### src/rtl/gpu_pixel_writer_pkg.sv
// Shared types and helpers for the pixel writer and raster counter.
package gpu_pixel_writer_pkg;

  typedef enum logic [1:0] {
    IDLE,
    WAIT_PIX,
    WRITE,
    DONE
  } pixel_writer_state_e;

  localparam logic [31:0] DEFAULT_BUFFER = 32'hC800_0000;

  function automatic int log2c(input int v);
    int r;
    r = 0;
    for (int i = 0; i < 31; i++) begin
      if ((1 << i) < v) r = i + 1;
    end
    return r;
  endfunction

endpackage

### src/rtl/gpu_raster_counter.sv
// Raster-order x/y position with last-pixel flag and byte offset.
module gpu_raster_counter
  import gpu_pixel_writer_pkg::*;
#(
  parameter int H_RESOLUTION = 256,
  parameter int V_RESOLUTION = 192,
  parameter int BYTES        = 2,
  parameter int ROW_STRIDE   = 1024
) (
  input  logic        clock,
  input  logic        reset,
  input  logic        clear,
  input  logic        advance,
  output logic        last_pixel,
  output logic [31:0] offset
);

  localparam int XW = (log2c(H_RESOLUTION) < 1) ? 1 : log2c(H_RESOLUTION);
  localparam int YW = (log2c(V_RESOLUTION) < 1) ? 1 : log2c(V_RESOLUTION);
  localparam int Y_SH = log2c(ROW_STRIDE);
  localparam int X_SH = log2c(BYTES);

  logic [XW-1:0] x_q, x_d;
  logic [YW-1:0] y_q, y_d;
  logic          x_last;

  assign x_last = (x_q == XW'(H_RESOLUTION - 1));

  always_comb begin
    x_d = x_q;
    y_d = y_q;
    if (clear) begin
      x_d = '0;
      y_d = '0;
    end else if (advance) begin
      if (x_last) begin
        x_d = '0;
        y_d = y_q + YW'(1);
      end else begin
        x_d = x_q + XW'(1);
      end
    end
  end

  always_ff @(posedge clock or posedge reset) begin
    if (reset) begin
      x_q <= '0;
      y_q <= '0;
    end else begin
      x_q <= x_d;
      y_q <= y_d;
    end
  end

  assign last_pixel = x_last && (y_q == YW'(V_RESOLUTION - 1));
  assign offset = (32'(y_q) << Y_SH) + (32'(x_q) << X_SH);

endmodule

### src/rtl/gpu_pixel_writer.sv
// Avalon-MM initiator writing a raster pixel stream byte by byte.
// Optional abort input enabled by GPU_PIXEL_WRITER_ABORT_EN.
module gpu_pixel_writer
  import gpu_pixel_writer_pkg::*;
#(
  parameter int H_RESOLUTION = 256,
  parameter int V_RESOLUTION = 192,
  parameter int PIXEL_BITS   = 16,
  parameter int ROW_STRIDE   = 1024
) (
  input  logic                  clock,
  input  logic                  reset,
  input  logic                  start,
  input  logic [31:0]           base_address,
  input  logic                  pixel_valid,
  input  logic [PIXEL_BITS-1:0] pixel_data,
  output logic                  pixel_ready,
  output logic                  busy,
  output logic                  frame_done,
  output logic [31:0]           m1_address,
  output logic [7:0]            m1_writedata,
  output logic                  m1_write,
`ifdef GPU_PIXEL_WRITER_ABORT_EN
  input  logic                  abort,
`endif
  input  logic                  m1_waitrequest
);

  localparam int BYTES = PIXEL_BITS / 8;
  localparam int BW = (log2c(BYTES) < 1) ? 1 : log2c(BYTES);
  localparam logic [BW-1:0] BYTE_LAST = BW'(BYTES - 1);

  pixel_writer_state_e   state_q, state_d;
  logic [31:0]           base_q, base_d;
  logic [PIXEL_BITS-1:0] pixel_q, pixel_d;
  logic [BW-1:0]         byte_q, byte_d;
  logic                  clear, advance, last_pixel;
  logic [31:0]           offset;
`ifdef GPU_PIXEL_WRITER_ABORT_EN
  logic                  abort_q, abort_d;
`endif

  gpu_raster_counter #(
    .H_RESOLUTION(H_RESOLUTION),
    .V_RESOLUTION(V_RESOLUTION),
    .BYTES       (BYTES),
    .ROW_STRIDE  (ROW_STRIDE)
  ) u_raster (
    .clock     (clock),
    .reset     (reset),
    .clear     (clear),
    .advance   (advance),
    .last_pixel(last_pixel),
    .offset    (offset)
  );

  always_comb begin
    state_d = state_q;
    base_d  = base_q;
    pixel_d = pixel_q;
    byte_d  = byte_q;
    clear   = 1'b0;
    advance = 1'b0;
`ifdef GPU_PIXEL_WRITER_ABORT_EN
    abort_d = abort_q;
`endif
    unique case (state_q)
      IDLE: begin
        if (start) begin
          base_d  = base_address;
          clear   = 1'b1;
          state_d = WAIT_PIX;
        end
      end
      WAIT_PIX: begin
`ifdef GPU_PIXEL_WRITER_ABORT_EN
        if (abort) begin
          state_d = IDLE;
        end else
`endif
        if (pixel_valid) begin
          pixel_d = pixel_data;
          byte_d  = '0;
          state_d = WRITE;
        end
      end
      WRITE: begin
`ifdef GPU_PIXEL_WRITER_ABORT_EN
        // A stalled abort is remembered until the byte in flight lands.
        if (abort) abort_d = 1'b1;
        if (!m1_waitrequest && (abort || abort_q)) begin
          abort_d = 1'b0;
          state_d = IDLE;
        end else
`endif
        if (!m1_waitrequest) begin
          if (byte_q != BYTE_LAST) begin
            byte_d = byte_q + BW'(1);
          end else if (last_pixel) begin
            state_d = DONE;
          end else begin
            advance = 1'b1;
            state_d = WAIT_PIX;
          end
        end
      end
      DONE: state_d = IDLE;
      default: state_d = IDLE;
    endcase
  end

  always_ff @(posedge clock or posedge reset) begin
    if (reset) begin
      state_q <= IDLE;
      base_q  <= '0;
      pixel_q <= '0;
      byte_q  <= '0;
`ifdef GPU_PIXEL_WRITER_ABORT_EN
      abort_q <= 1'b0;
`endif
    end else begin
      state_q <= state_d;
      base_q  <= base_d;
      pixel_q <= pixel_d;
      byte_q  <= byte_d;
`ifdef GPU_PIXEL_WRITER_ABORT_EN
      abort_q <= abort_d;
`endif
    end
  end

`ifdef GPU_PIXEL_WRITER_ABORT_EN
  assign pixel_ready = (state_q == WAIT_PIX) && !abort;
`else
  assign pixel_ready = (state_q == WAIT_PIX);
`endif
  assign busy       = (state_q != IDLE);
  assign frame_done = (state_q == DONE);
  assign m1_write   = (state_q == WRITE);

  always_comb begin
    m1_address   = '0;
    m1_writedata = '0;
    if (m1_write) begin
      m1_address   = base_q + offset + 32'(byte_q);
      m1_writedata = 8'(pixel_q >> (8 * byte_q));
    end
  end

endmodule

### config.mk
export PLATFORM = sky130hd
export DESIGN_NAME = gpu_pixel_writer
export DESIGN_NICKNAME = d
export VERILOG_FILES = /design/src/rtl/gpu_pixel_writer_pkg.sv /design/src/rtl/gpu_raster_counter.sv /design/src/rtl/gpu_pixel_writer.sv
export SDC_FILE = /design/constraint.sdc
export NUM_CORES = 1
export LEC_CHECK = 0
export ABC_AREA = 1
export BUFFER_PORTS_ARGS = -buffer_cell sky130_fd_sc_hd__buf_2
export CORE_MARGIN = 2
export CORE_UTILIZATION = 30
export DETAILED_ROUTE_END_ITERATION = 12
export PLACE_DENSITY = 0.56
export SETUP_SLACK_MARGIN = 0.5
export SLEW_MARGIN = 20
export SYNTH_ARGS = -nofsm -noshare
export SYNTH_HDL_FRONTEND = slang
export SYNTH_SLANG_ARGS = --single-unit
### constraint.sdc
create_clock -name clock -period 2.5 [get_ports clock]
set_clock_uncertainty 0.2 [all_clocks]
set_input_delay 0.25 -clock clock [delete_from_list [all_inputs] [get_ports clock]]
set_output_delay 0.25 -clock clock [all_outputs]
set_load 0.05 [all_outputs]
==> impl_metrics.json <==
{
  "r2r_slack_ns": 0.44,
  "synthArstFlopShare_pct": 100,
  "grt_pass1_wl_um": 25900,
  "yosysSeqAreaShare_pct": 34.7,
  "critical_path.most_common_cell": "nand2_2",
  "grt_pass1_vias": 5357,
  "r2r-end": "u_raster.y_q[1]",
  "timing.max_cap.violations": 0,
  "yosysWarnings": 0,
  "yosysMostFrequentCell": "nand2_1",
  "ir_drop_uv": 790,
  "n_antenna_cell": 0,
  "postRouteAntennaNets": 0,
  "gp_congestion": 0.869,
  "synth-main-ff-cell": "dfrtp_1",
  "worstRegToRegCells": 12,
  "fin_area_sq_um": 9250,
  "cpMaxStageDelayCell": "fa_2",
  "overflow": 0,
  "hold_end": "state_q[1]",
  "synth_top_family_by_area": "simple AND/OR/NAND/NOR gates",
  "synthMuxAreaShare_pct": 0,
  "outcome": "complete, but fails checks",
  "ys_types": 33,
  "critPathKind": "reg2out",
  "fin_ws_ns": -0.250,
  "yosys.area_share.simple_pct": 40.3,
  "hold_start": "m1_waitrequest",
  "critical_path_arrival_ns": 2.30,
  "wl_per_cell_um": 14.2,
  "drtIter0Drc": 276,
  "rsz0062_at_grt": "yes",
  "worstPathRequired_ns": 2.05,
  "portBuffers": 96,
  "synth_commonest_cells": "324 x nand2_1, 87 x inv_1, 81 x nor2_1, 67 x dfrtp_1, 44 x a21oi_1",
  "synth.largest_area_cell": "dfrtp_1",
  "worstPathMaxFanout": 4,
  "drv_slew": 0,
  "reg2reg_from": "u_raster.x_q[0]",
  "hold_class": "in2reg",
  "fmaxAchievable_mhz": 364,
  "ctsLongestPathBuffers": 2,
  "grt.total_usage_pct": 19.4,
  "die_h_um": 131,
  "relSlewSlack_pct": 65.9,
  "core_area_sq_um": 15800,
  "antenna_found_initial": 0,
  "ys_top_cells_by_area": "dfrtp_1 35%, nand2_1 25%, inv_1 6.8%, nor2_1 6.3%, ha_1 4.9%",
  "routed_wirelength_um": 17300,
  "violations": "setup timing",
  "leakage_nw": 4.46,
  "tns_ns": -3.29,
  "p_per_area_nw_per_um2": 906,
  "timing.hold.worst_path_depth": 3,
  "nFillCells": 1348,
  "power_mw": 8.38,
  "grt_start_max_net_pins": 68,
  "placed_area_sq_um": 6400,
  "synth_compound_area_share_pct": 9.66,
  "numCtsBuffers": 9,
  "finalHoldViolations": 0,
  "cts.sink_count": 67,
  "fin_hold_ws_ns": 0.0738,
  "ios": 97,
  "ys_ff_latch": 67,
  "rows": 46,
  "h-tree-depth": 3,
  "synth_top_cell_area_share_pct": 34.7,
  "initial_core_util_pct": 30.5,
  "syn-num-nets": 839,
  "synthesis.area_sq_um": 4830,
  "synthToLayoutAreaGrowth_pct": 91.5,
  "vias": 5719,
  "synthAdderAreaFrac_pct": 5.34,
  "synth_cells": 766,
  "drc": 0,
  "nNetsFinal": 1073,
  "fin_crit_sh_pct": 110,
  "dr.pass1.iters": 4,
  "drive_above_1_share_pct": 50.3,
  "via_per_inst": 4.68,
  "cts_root_buffer": "clkbuf_16",
  "finalSetupViolations": 24,
  "cp_slowest_stage_delay_ns": 0.37,
  "cts_tree": "built",
  "dieArea_sq_um": 17100,
  "preCtsSetupSlack_ns": 0.0125,
  "clkTransAtPathRegs_ns": 0.06,
  "clkLatencyLatePin_ns": 0.35,
  "hpwl_um": 11200,
  "min_period_ns": 2.75,
  "syn_area_per_cell_sq_um": 6.31,
  "cp-end-kind": "output port",
  "crit_chain": "ha_2, inv_2, fa_2, inv_2, nand4_1, nand2_2, nand2_2, nand2_4, nand2_2, nand3_2, nand2_2, nor2_4, buf_8",
  "tightest_slew_ns": 0.511,
  "synth-edff-count": 0,
  "chipWidth_um": 131,
  "synthXorXnorAreaFrac_pct": 1.63,
  "startpoint_type": "flip-flop"
}
-- area by class of cell --
cell class	instances	area, sq um	share of cell area [%]
timing repair inverter	1	7.51	0.0812
tap	216	270	2.92
inverter	92	388	4.19
clock buffer	9	225	2.43
sequential	67	1680	18.2
clock inverter	7	65.1	0.703
timing repair buffer	234	2100	22.7
multi-input combinational	595	4510	48.8
-- power breakdown --
group | internal (mW) | switching (mW) | total, mW
clock network | 0.698 | 0.577 | 1.27
registers | 1.51 | 0.440 | 1.95
logic | 2.10 | 3.05 | 5.15
total | 4.31 | 4.07 | 8.38
-- flip-flops by register name, summed over array words and instances, names as in the netlist --
signal	cells
base_q	32
byte_q	1
pixel_q	16
state_q	2
u_raster.x_q	8
u_raster.y_q	8
-- logic make-up after synthesis --
logic type                 after synthesis
and+or+nand+nor                        474
AOI/OAI and AO/OA                       90
buffers and inverters                  106
DFF                                     67
adders and majority gates               20
xor gates and xnor gates                 9
-- worst max-delay path: cells and delay by family (launching register included) --
kind                       cells  cell delay (ns)
and+or+nand+nor                8             0.77
adders and majority gates      2             0.56
DFF                            1             0.35
buffers and inverters          3             0.27
-- worst max path at each step --
stage | startpoint | endpoint
after floorplan | base_q[0] | m1_address[30]
after global placement | base_q[0] | m1_address[10]
after detailed placement | byte_q | m1_address[10]
after CTS | byte_q | m1_address[26]
after global routing | base_q[0] | m1_address[26]
final | base_q[0] | m1_address[26]
-- cell usage in the layout (no fill, tap or decap), types with 8 or more instances in the layout --
master | synthesis | final
dlygate4sd3_1 | 0 | 51
nand2_2 | 1 | 54
nand2_4 | 3 | 44
a21oi_4 | 0 | 22
buf_8 | 0 | 19
o21ai_1 | 10 | 8
nand2_1 | 324 | 223
buf_6 | 0 | 39
inv_2 | 4 | 20
buf_4 | 0 | 65
a21oi_2 | 0 | 17
inv_1 | 87 | 63
o21ai_2 | 0 | 13
nand4_1 | 9 | 9
nor2_1 | 81 | 35
dfrtp_1 | 67 | 63
ha_4 | 0 | 17
clkbuf_16 | 0 | 9
nor2_2 | 1 | 14
buf_2 | 5 | 55
nand3_2 | 2 | 20
nand2_8 | 0 | 9
nor2_4 | 3 | 36
o21ai_0 | 30 | 16
nand3_1 | 31 | 10
-- routing by layer --
metal	global-route usage (%)	part of all wire, %	vias up	wire length (um)
li1	-	-	2885	-
met4	6.13	2.1	0	364
met3	3.22	3.6	26	622
met1	26.9	46	2687	7890
met5	0	0	-	0
met2	31.1	49	121	8410
-- timing repair --
action,CTS,global route
hold buffers,51,0
pin swaps,94,92
endpoints found under the hold margin,116,0
setup buffers,35,18
gates cloned,3,0
endpoints found under the setup margin,49,57
gates resized for setup,247,180
-- metrics by stage --
stage	std cells	utilization (%)
floorplan	766	-
global placement	1098	40.5
detailed placement	1098	40.5
CTS	1203	52.8
global route	1221	58.4
finish	1221	58.4
Note: power is estimated with default switching activity, not from simulation.
